## src/rtl/seg_scan_pkg.sv

```systemverilog
// rtl/seg_scan_pkg.sv - glyph constants and shared types for the seven-segment scan receiver
package seg_scan_pkg;

    typedef logic [6:0] seg_t;
    typedef logic [3:0] nibble_t;

    typedef enum logic {
        FRAME_EMPTY = 1'b0,
        FRAME_FULL  = 1'b1
    } frame_state_e;

    // Active-low glyphs, bit 0 = segment a .. bit 6 = segment g
    localparam seg_t SEG_BLANK = 7'h7F;
    localparam seg_t SEG_HEX_0 = 7'h40;
    localparam seg_t SEG_HEX_1 = 7'h79;
    localparam seg_t SEG_HEX_2 = 7'h24;
    localparam seg_t SEG_HEX_3 = 7'h30;
    localparam seg_t SEG_HEX_4 = 7'h19;
    localparam seg_t SEG_HEX_5 = 7'h12;
    localparam seg_t SEG_HEX_6 = 7'h02;
    localparam seg_t SEG_HEX_7 = 7'h78;
    localparam seg_t SEG_HEX_8 = 7'h00;
    localparam seg_t SEG_HEX_9 = 7'h10;
    localparam seg_t SEG_HEX_A = 7'h08;
    localparam seg_t SEG_HEX_B = 7'h03;
    localparam seg_t SEG_HEX_C = 7'h46;
    localparam seg_t SEG_HEX_D = 7'h21;
    localparam seg_t SEG_HEX_E = 7'h06;
    localparam seg_t SEG_HEX_F = 7'h0E;

endpackage

```

## src/rtl/seg_glyph_decode.sv

```systemverilog
// rtl/seg_glyph_decode.sv - combinational active-low glyph to hex nibble decoder
module seg_glyph_decode
    import seg_scan_pkg::*;
(
    input  logic [6:0] seg_i,
    output logic [3:0] val_o,
    output logic       blank_o,
    output logic       err_o
);

    always_comb begin
        val_o   = 4'h0;
        blank_o = 1'b0;
        err_o   = 1'b0;
        case (seg_i)
            SEG_HEX_0: val_o = 4'h0;
            SEG_HEX_1: val_o = 4'h1;
            SEG_HEX_2: val_o = 4'h2;
            SEG_HEX_3: val_o = 4'h3;
            SEG_HEX_4: val_o = 4'h4;
            SEG_HEX_5: val_o = 4'h5;
            SEG_HEX_6: val_o = 4'h6;
            SEG_HEX_7: val_o = 4'h7;
            SEG_HEX_8: val_o = 4'h8;
            SEG_HEX_9: val_o = 4'h9;
            SEG_HEX_A: val_o = 4'hA;
            SEG_HEX_B: val_o = 4'hB;
            SEG_HEX_C: val_o = 4'hC;
            SEG_HEX_D: val_o = 4'hD;
            SEG_HEX_E: val_o = 4'hE;
            SEG_HEX_F: val_o = 4'hF;
            SEG_BLANK: blank_o = 1'b1;
            default:   err_o = 1'b1;
        endcase
    end

endmodule

```

## src/rtl/seg_scan_decoder.sv

```systemverilog
// rtl/seg_scan_decoder.sv - stability-qualified seven-segment scan receiver with frame handshake
// Optional frame watchdog driving stale is built only with SEG_SCAN_TIMEOUT_EN.
module seg_scan_decoder
    import seg_scan_pkg::*;
#(
    parameter int NUM_DIGITS     = 8,
    parameter int STABLE_CYCLES  = 4,
    parameter int TIMEOUT_CYCLES = 4096
) (
    input  logic                    clk,
    input  logic                    reset_n,
    input  logic [6:0]              seg_n,
    input  logic [NUM_DIGITS-1:0]   dig_sel_n,
    input  logic                    frame_ready,
    output logic                    frame_valid,
    output logic [4*NUM_DIGITS-1:0] digit_val,
    output logic [NUM_DIGITS-1:0]   digit_blank,
    output logic [NUM_DIGITS-1:0]   digit_err,
    output logic                    overrun,
    output logic                    stale
);

    localparam int CNT_W = $clog2(STABLE_CYCLES);
    localparam logic [CNT_W-1:0] CNT_MAX = CNT_W'(STABLE_CYCLES - 1);

    seg_t                    seg_s1_q, seg_s2_q;
    logic [NUM_DIGITS-1:0]   sel_s1_q, sel_s2_q;
    logic [6+NUM_DIGITS:0]   prev_q;
    logic [CNT_W-1:0]        cnt_q, cnt_d;
    logic                    dwell_q, dwell_d;
    logic [NUM_DIGITS-1:0]   seen_q, seen_d;
    logic [4*NUM_DIGITS-1:0] sh_val_q, sh_val_d, out_val_q, out_val_d;
    logic [NUM_DIGITS-1:0]   sh_blank_q, sh_blank_d, out_blank_q, out_blank_d;
    logic [NUM_DIGITS-1:0]   sh_err_q, sh_err_d, out_err_q, out_err_d;
    frame_state_e            state_q, state_d;
    logic                    overrun_q, overrun_d;

    logic [NUM_DIGITS-1:0]   sel_oh;
    logic                    match, capture, complete;
    nibble_t                 dec_val;
    logic                    dec_blank, dec_err;

    seg_glyph_decode u_decode (
        .seg_i   (seg_s2_q),
        .val_o   (dec_val),
        .blank_o (dec_blank),
        .err_o   (dec_err)
    );

    assign sel_oh = ~sel_s2_q;
    assign match  = ({seg_s2_q, sel_s2_q} == prev_q);

    // Counter saturates, so done_dwell is what limits a long dwell to one capture
    always_comb begin
        cnt_d   = '0;
        dwell_d = 1'b0;
        if (match) begin
            cnt_d   = (cnt_q == CNT_MAX) ? cnt_q : cnt_q + CNT_W'(1);
            dwell_d = dwell_q;
        end
        capture = (cnt_d == CNT_MAX) && $onehot(sel_oh) && !dwell_d;
        if (capture) begin
            dwell_d = 1'b1;
        end
    end

    // Completion looks at seen_d so a last-slot capture joins the frame it completes
    always_comb begin
        seen_d      = seen_q;
        sh_val_d    = sh_val_q;
        sh_blank_d  = sh_blank_q;
        sh_err_d    = sh_err_q;
        state_d     = state_q;
        out_val_d   = out_val_q;
        out_blank_d = out_blank_q;
        out_err_d   = out_err_q;
        overrun_d   = 1'b0;
        if (capture) begin
            seen_d = seen_q | sel_oh;
            for (int i = 0; i < NUM_DIGITS; i++) begin
                if (sel_oh[i]) begin
                    sh_val_d[4*i +: 4] = dec_val;
                    sh_blank_d[i]      = dec_blank;
                    sh_err_d[i]        = dec_err;
                end
            end
        end
        complete = &seen_d;
        if (state_q == FRAME_FULL && frame_ready) begin
            state_d = FRAME_EMPTY;
        end
        if (complete) begin
            seen_d = '0;
            if (state_q == FRAME_EMPTY || frame_ready) begin
                state_d     = FRAME_FULL;
                out_val_d   = sh_val_d;
                out_blank_d = sh_blank_d;
                out_err_d   = sh_err_d;
            end else begin
                overrun_d = 1'b1;
            end
        end
    end

    always_ff @(posedge clk or negedge reset_n) begin
        if (!reset_n) begin
            seg_s1_q    <= '0;
            seg_s2_q    <= '0;
            sel_s1_q    <= '0;
            sel_s2_q    <= '0;
            prev_q      <= '0;
            cnt_q       <= '0;
            dwell_q     <= 1'b0;
            seen_q      <= '0;
            sh_val_q    <= '0;
            sh_blank_q  <= '0;
            sh_err_q    <= '0;
            state_q     <= FRAME_EMPTY;
            out_val_q   <= '0;
            out_blank_q <= '0;
            out_err_q   <= '0;
            overrun_q   <= 1'b0;
        end else begin
            seg_s1_q    <= seg_n;
            seg_s2_q    <= seg_s1_q;
            sel_s1_q    <= dig_sel_n;
            sel_s2_q    <= sel_s1_q;
            prev_q      <= {seg_s2_q, sel_s2_q};
            cnt_q       <= cnt_d;
            dwell_q     <= dwell_d;
            seen_q      <= seen_d;
            sh_val_q    <= sh_val_d;
            sh_blank_q  <= sh_blank_d;
            sh_err_q    <= sh_err_d;
            state_q     <= state_d;
            out_val_q   <= out_val_d;
            out_blank_q <= out_blank_d;
            out_err_q   <= out_err_d;
            overrun_q   <= overrun_d;
        end
    end

    assign frame_valid = (state_q == FRAME_FULL);
    assign digit_val   = out_val_q;
    assign digit_blank = out_blank_q;
    assign digit_err   = out_err_q;
    assign overrun     = overrun_q;

`ifdef SEG_SCAN_TIMEOUT_EN
    localparam int WD_W = $clog2(TIMEOUT_CYCLES);
    logic [WD_W-1:0] wd_q;
    logic            stale_q;

    always_ff @(posedge clk or negedge reset_n) begin
        if (!reset_n) begin
            wd_q    <= '0;
            stale_q <= 1'b0;
        end else if (complete) begin
            wd_q    <= '0;
            stale_q <= 1'b0;
        end else if (wd_q == WD_W'(TIMEOUT_CYCLES - 1)) begin
            stale_q <= 1'b1;
        end else begin
            wd_q <= wd_q + WD_W'(1);
        end
    end

    assign stale = stale_q;
`else
    assign stale = 1'b0;
`endif

endmodule
```

## config.mk

```make
export PLATFORM = sky130hd
export DESIGN_NAME = seg_scan_decoder
export DESIGN_NICKNAME = d
export VERILOG_FILES = /design/src/rtl/seg_scan_pkg.sv /design/src/rtl/seg_glyph_decode.sv /design/src/rtl/seg_scan_decoder.sv
export SDC_FILE = /design/constraint.sdc
export NUM_CORES = 1
export LEC_CHECK = 0
export ABC_CLOCK_PERIOD_IN_PS = 14700
export CAP_MARGIN = 0
export CORE_ASPECT_RATIO = 1.4
export CORE_MARGIN = 2
export CORE_UTILIZATION = 45
export CTS_BUF_LIST = sky130_fd_sc_hd__clkbuf_8
export DETAILED_ROUTE_END_ITERATION = 6
export PLACE_DENSITY = 0.66
export SLEW_MARGIN = 20
export SYNTH_ARGS = -nofsm -noshare
export SYNTH_HDL_FRONTEND = slang
export SYNTH_SLANG_ARGS = --single-unit
```

## constraint.sdc

```tcl
create_clock -name clk -period 14.7 [get_ports clk]
set_input_delay 3.675 -clock clk [delete_from_list [all_inputs] [get_ports clk]]
set_output_delay 3.675 -clock clk [all_outputs]
set_load 0.02 [all_outputs]
```

==> metrics.md <==
| Metric | Value |
|---|---|
| Run status | complete, no violations |
| Post-Synthesis Cells | 403 |
| Worst setup margin | 8.91 ns |
| Worst-Margin Slew | 0.886 ns |
| Crit path max fanout | 48 |
| Hold Path Sink | seg_s2_q[6] |
| First-pass DRT Iterations | 4 |
| Ports | 69 |
| Hpwl dp | 7.56 mm |
| Post-synth ARST share | 100% |
| WL/cell | 16.9 um |
| Post-layout minimum cycle time | 5.79 ns |
| Leak | 3.43 nW |
| Worst hold path class | reg -> reg |
| DRC | 0 |
| Avg Cell Area, Syn | 14.9 um2 |
| Post-synth EDFFs | 0 |
| Layout cells sized above 1 | 22.0% |
| Drt total wl | 11.3 mm |
| CP arrival | 6.11 ns |
| FF-to-FF End | digit_val[20] |
| Post_cts resized | 0 |
| Root Buffer | clkbuf_8 |
| Largest net degree at the start of global routing | 103 |
| Mapped cell area | 6010 um2 |
| Max_slew headroom | 40.9% |
| Overall power | 0.000770 W |
| Core Area | 12900 um2 |
| Register-to-Register Path Depth | 15 |
| Rows | 49 |
| Fin crit share | 39.4% |
| Setup WS pre-CTS | 8.89 ns |
| Number of diodes | 0 |
| Synthesized flop and latch total | 154 |
| Top post-synthesis cells by area | dfrtp_1 64%, mux2_2 11%, mux2_1 6.4%, xnor2_1 1.9%, fa_1 1.3% |
| Drt initial violations | 200 |
| Worst hold path cell count | 0 |
| Die height | 141 um |
| Multi-input gate area in the final layout | 2000 um2 |
| RSZ-0062 raised after global routing | no |
| Cell variety after synth | 47 |
| H-tree depth | 4 |
| Vias post-DR | 3425 |
| Register area | 3850 um2 |
| CP required | 15.02 ns |
| Buffers on Ports | 67 |
| Syn nets | 428 |
| Total track usage | 17.3% |
| Hold Worst Slack | 0.353 ns |
| Main flop type after synthesis | dfrtp_1 |
| Wire length of the first global-routing pass | 18.9 mm |
| Insertion delay to the later sink of the worst-skew pair | 0.43 ns |
| Area delta synth->final | 20.3% |
| GP Congestion | 0.847 |
| CTS tree | built |
| Initial antenna violation count | 0 |
| Endpoints failing setup | 0 |
| Final Hold Violating Endpoints | 0 |
| Worst Skew | 0.0126 ns |
| Starting Density | 46.4% |
| Min-delay src | seg_s1_q[6] |
| Die ar. | 14300 um2 |
| Fin nets | 503 |
| Area leader, netlist | dfrtp_1 |
| Pwr dens | 107 nW/um2 |
| Final count of pins violating max slew | 0 |
| Number of buffers created by CTS | 17 |
| CTS Sinks | 154 |
| Max-cap violations | 0 |
| Filler instances | 1075 |
| Hold buffers post-CTS | 0 |
| F_max | 0.173 GHz |
| Post-synthesis sequential area ratio | 64.2% |
| Die width | 102 um |
| Max rail drop VDD | 0.0733 mV |
| Total grt overflow | 0 |
| RR Startpoint | sel_s2_q[0] |
| Crit Path Category | reg -> reg |
| Synthesis warning total | 0 |
| Detail Route Antenna Nets | 0 |
| Synth top area share | 64.2% |
| Clock buffer depth | 2 |
| Highest-count cells in the layout ignoring fill and taps | 154 x dfrtp_1, 66 x clkdlybuf4s50_1, 57 x mux2_2 |
| Number of global-route vias before repair | 3585 |
| Critical path launch point type | flop |
| Final TNS setup | 0 ns |
| Most common cell after layout, fill and taps aside | dfrtp_1 |
| R2R setup slack | 8.91 ns |
| Setup Buffers After CTS | 0 |
| Vias per inst | 5.13 |
| Critical path endpoint category | flop |
| Fin cells | 668 |
| Placed insts | 637 |
| Clock slew at reported path FFs | 0.09 ns |
## power breakdown
group          switching, W  internal [W]
clock              0.000161      0.000137
combinational     0.0000218     0.0000147
sequential       0.00000694      0.000429
total              0.000189      0.000581
## state kept, by name, indices dropped and copies added (netlist names), 2 cells and up
name / cells
digit_err: 8
sh_blank_q: 8
sh_err_q: 8
digit_val: 32
sel_s2_q: 8
sel_s1_q: 8
seen_q: 8
cnt_q: 2
prev_q: 15
seg_s2_q: 7
digit_blank: 8
sh_val_q: 32
seg_s1_q: 7
## routing by layer
metal	wire, um	up-vias	track usage [%]
li1	-	1576	-
met1	4880	1769	23.0
met2	5890	70	27.7
met3	369	10	4.16
met4	154	0	6.19
met5	0	-	0
## cell type report
cell class                      instances  area share, %
Sequential cell                       154           53.3
Multi-Input combinational cell        216           27.6
Timing Repair Buffer                   73           9.92
Clock buffer                           17           3.24
Tap cell                              178           3.08
Clock inverter                         14           1.96
Inverter                               16          0.831
## logic make-up (layout without fill, tap and decap cells)
| logic type | after synthesis | in the layout | synth area share [%] |
|---|---|---|---|
| adder cells (fa/ha/maj) | 7 | 7 | 1.96 |
| buffers and inverters | 33 | 120 | 2.58 |
| AND/OR/NAND/NOR | 62 | 62 | 6.42 |
| flip-flops | 154 | 154 | 64.2 |
| AO/OA/AOI/OAI | 32 | 32 | 3.85 |
| XOR/XNOR | 17 | 17 | 2.48 |
| other | 1 | 1 | 0.0624 |
| multiplexers | 97 | 97 | 18.5 |
## worst max path at each step
| stage | slack [ns] | startpoint | to | cells after the start |
|---|---|---|---|---|
| 5_1_grt | 8.51 | sel_s2_q[0] | digit_blank[4] | 15 |
| 3_5_place_dp | 8.89 | sel_s2_q[0] | digit_val[27] | 15 |
| 4_1_cts | 8.87 | sel_s2_q[0] | digit_val[27] | 15 |
| 3_3_place_gp | 8.99 | sel_s2_q[0] | digit_val[17] | 15 |
| 2_1_floorplan | 9.84 | sel_s2_q[0] | digit_val[16] | 17 |
| 6_report | 8.91 | sel_s2_q[0] | digit_val[20] | 15 |
## cells in the mapped netlist (all sizes together) (5+ instances only)
master	instances
nor2	8
a41oi	6
nor3	6
a31oi	8
mux2	96
xnor2	13
a21oi	7
nand4	11
nand2b	5
clkbuf	8
inv	16
nor4	8
dfrtp	154
nand2	10
buf	9
## critical path, cell delays in order, from the launching register on
cell       delay [ns]
dfrtp_1          0.46
fa_1             0.56
inv_1            0.05
fa_1             0.45
fa_1             0.49
ha_1             0.17
inv_1            0.06
fa_1             0.37
a211oi_1         0.23
mux2i_1          0.16
nor3_2           0.61
nand4_2          0.42
a2111oi_4        0.71
nand4_2          0.15
buf_4            0.36
mux2_1           0.40
## per-stage QoR
step           utilization, %  instance area, um2
5_1_grt                  55.9                7230
6_report                 55.9                7230
4_1_cts                  55.9                7230
2_1_floorplan               -                6010
3_3_place_gp             53.0                6850
3_5_place_dp             53.0                6850
Power figures use the tool's default switching activity.
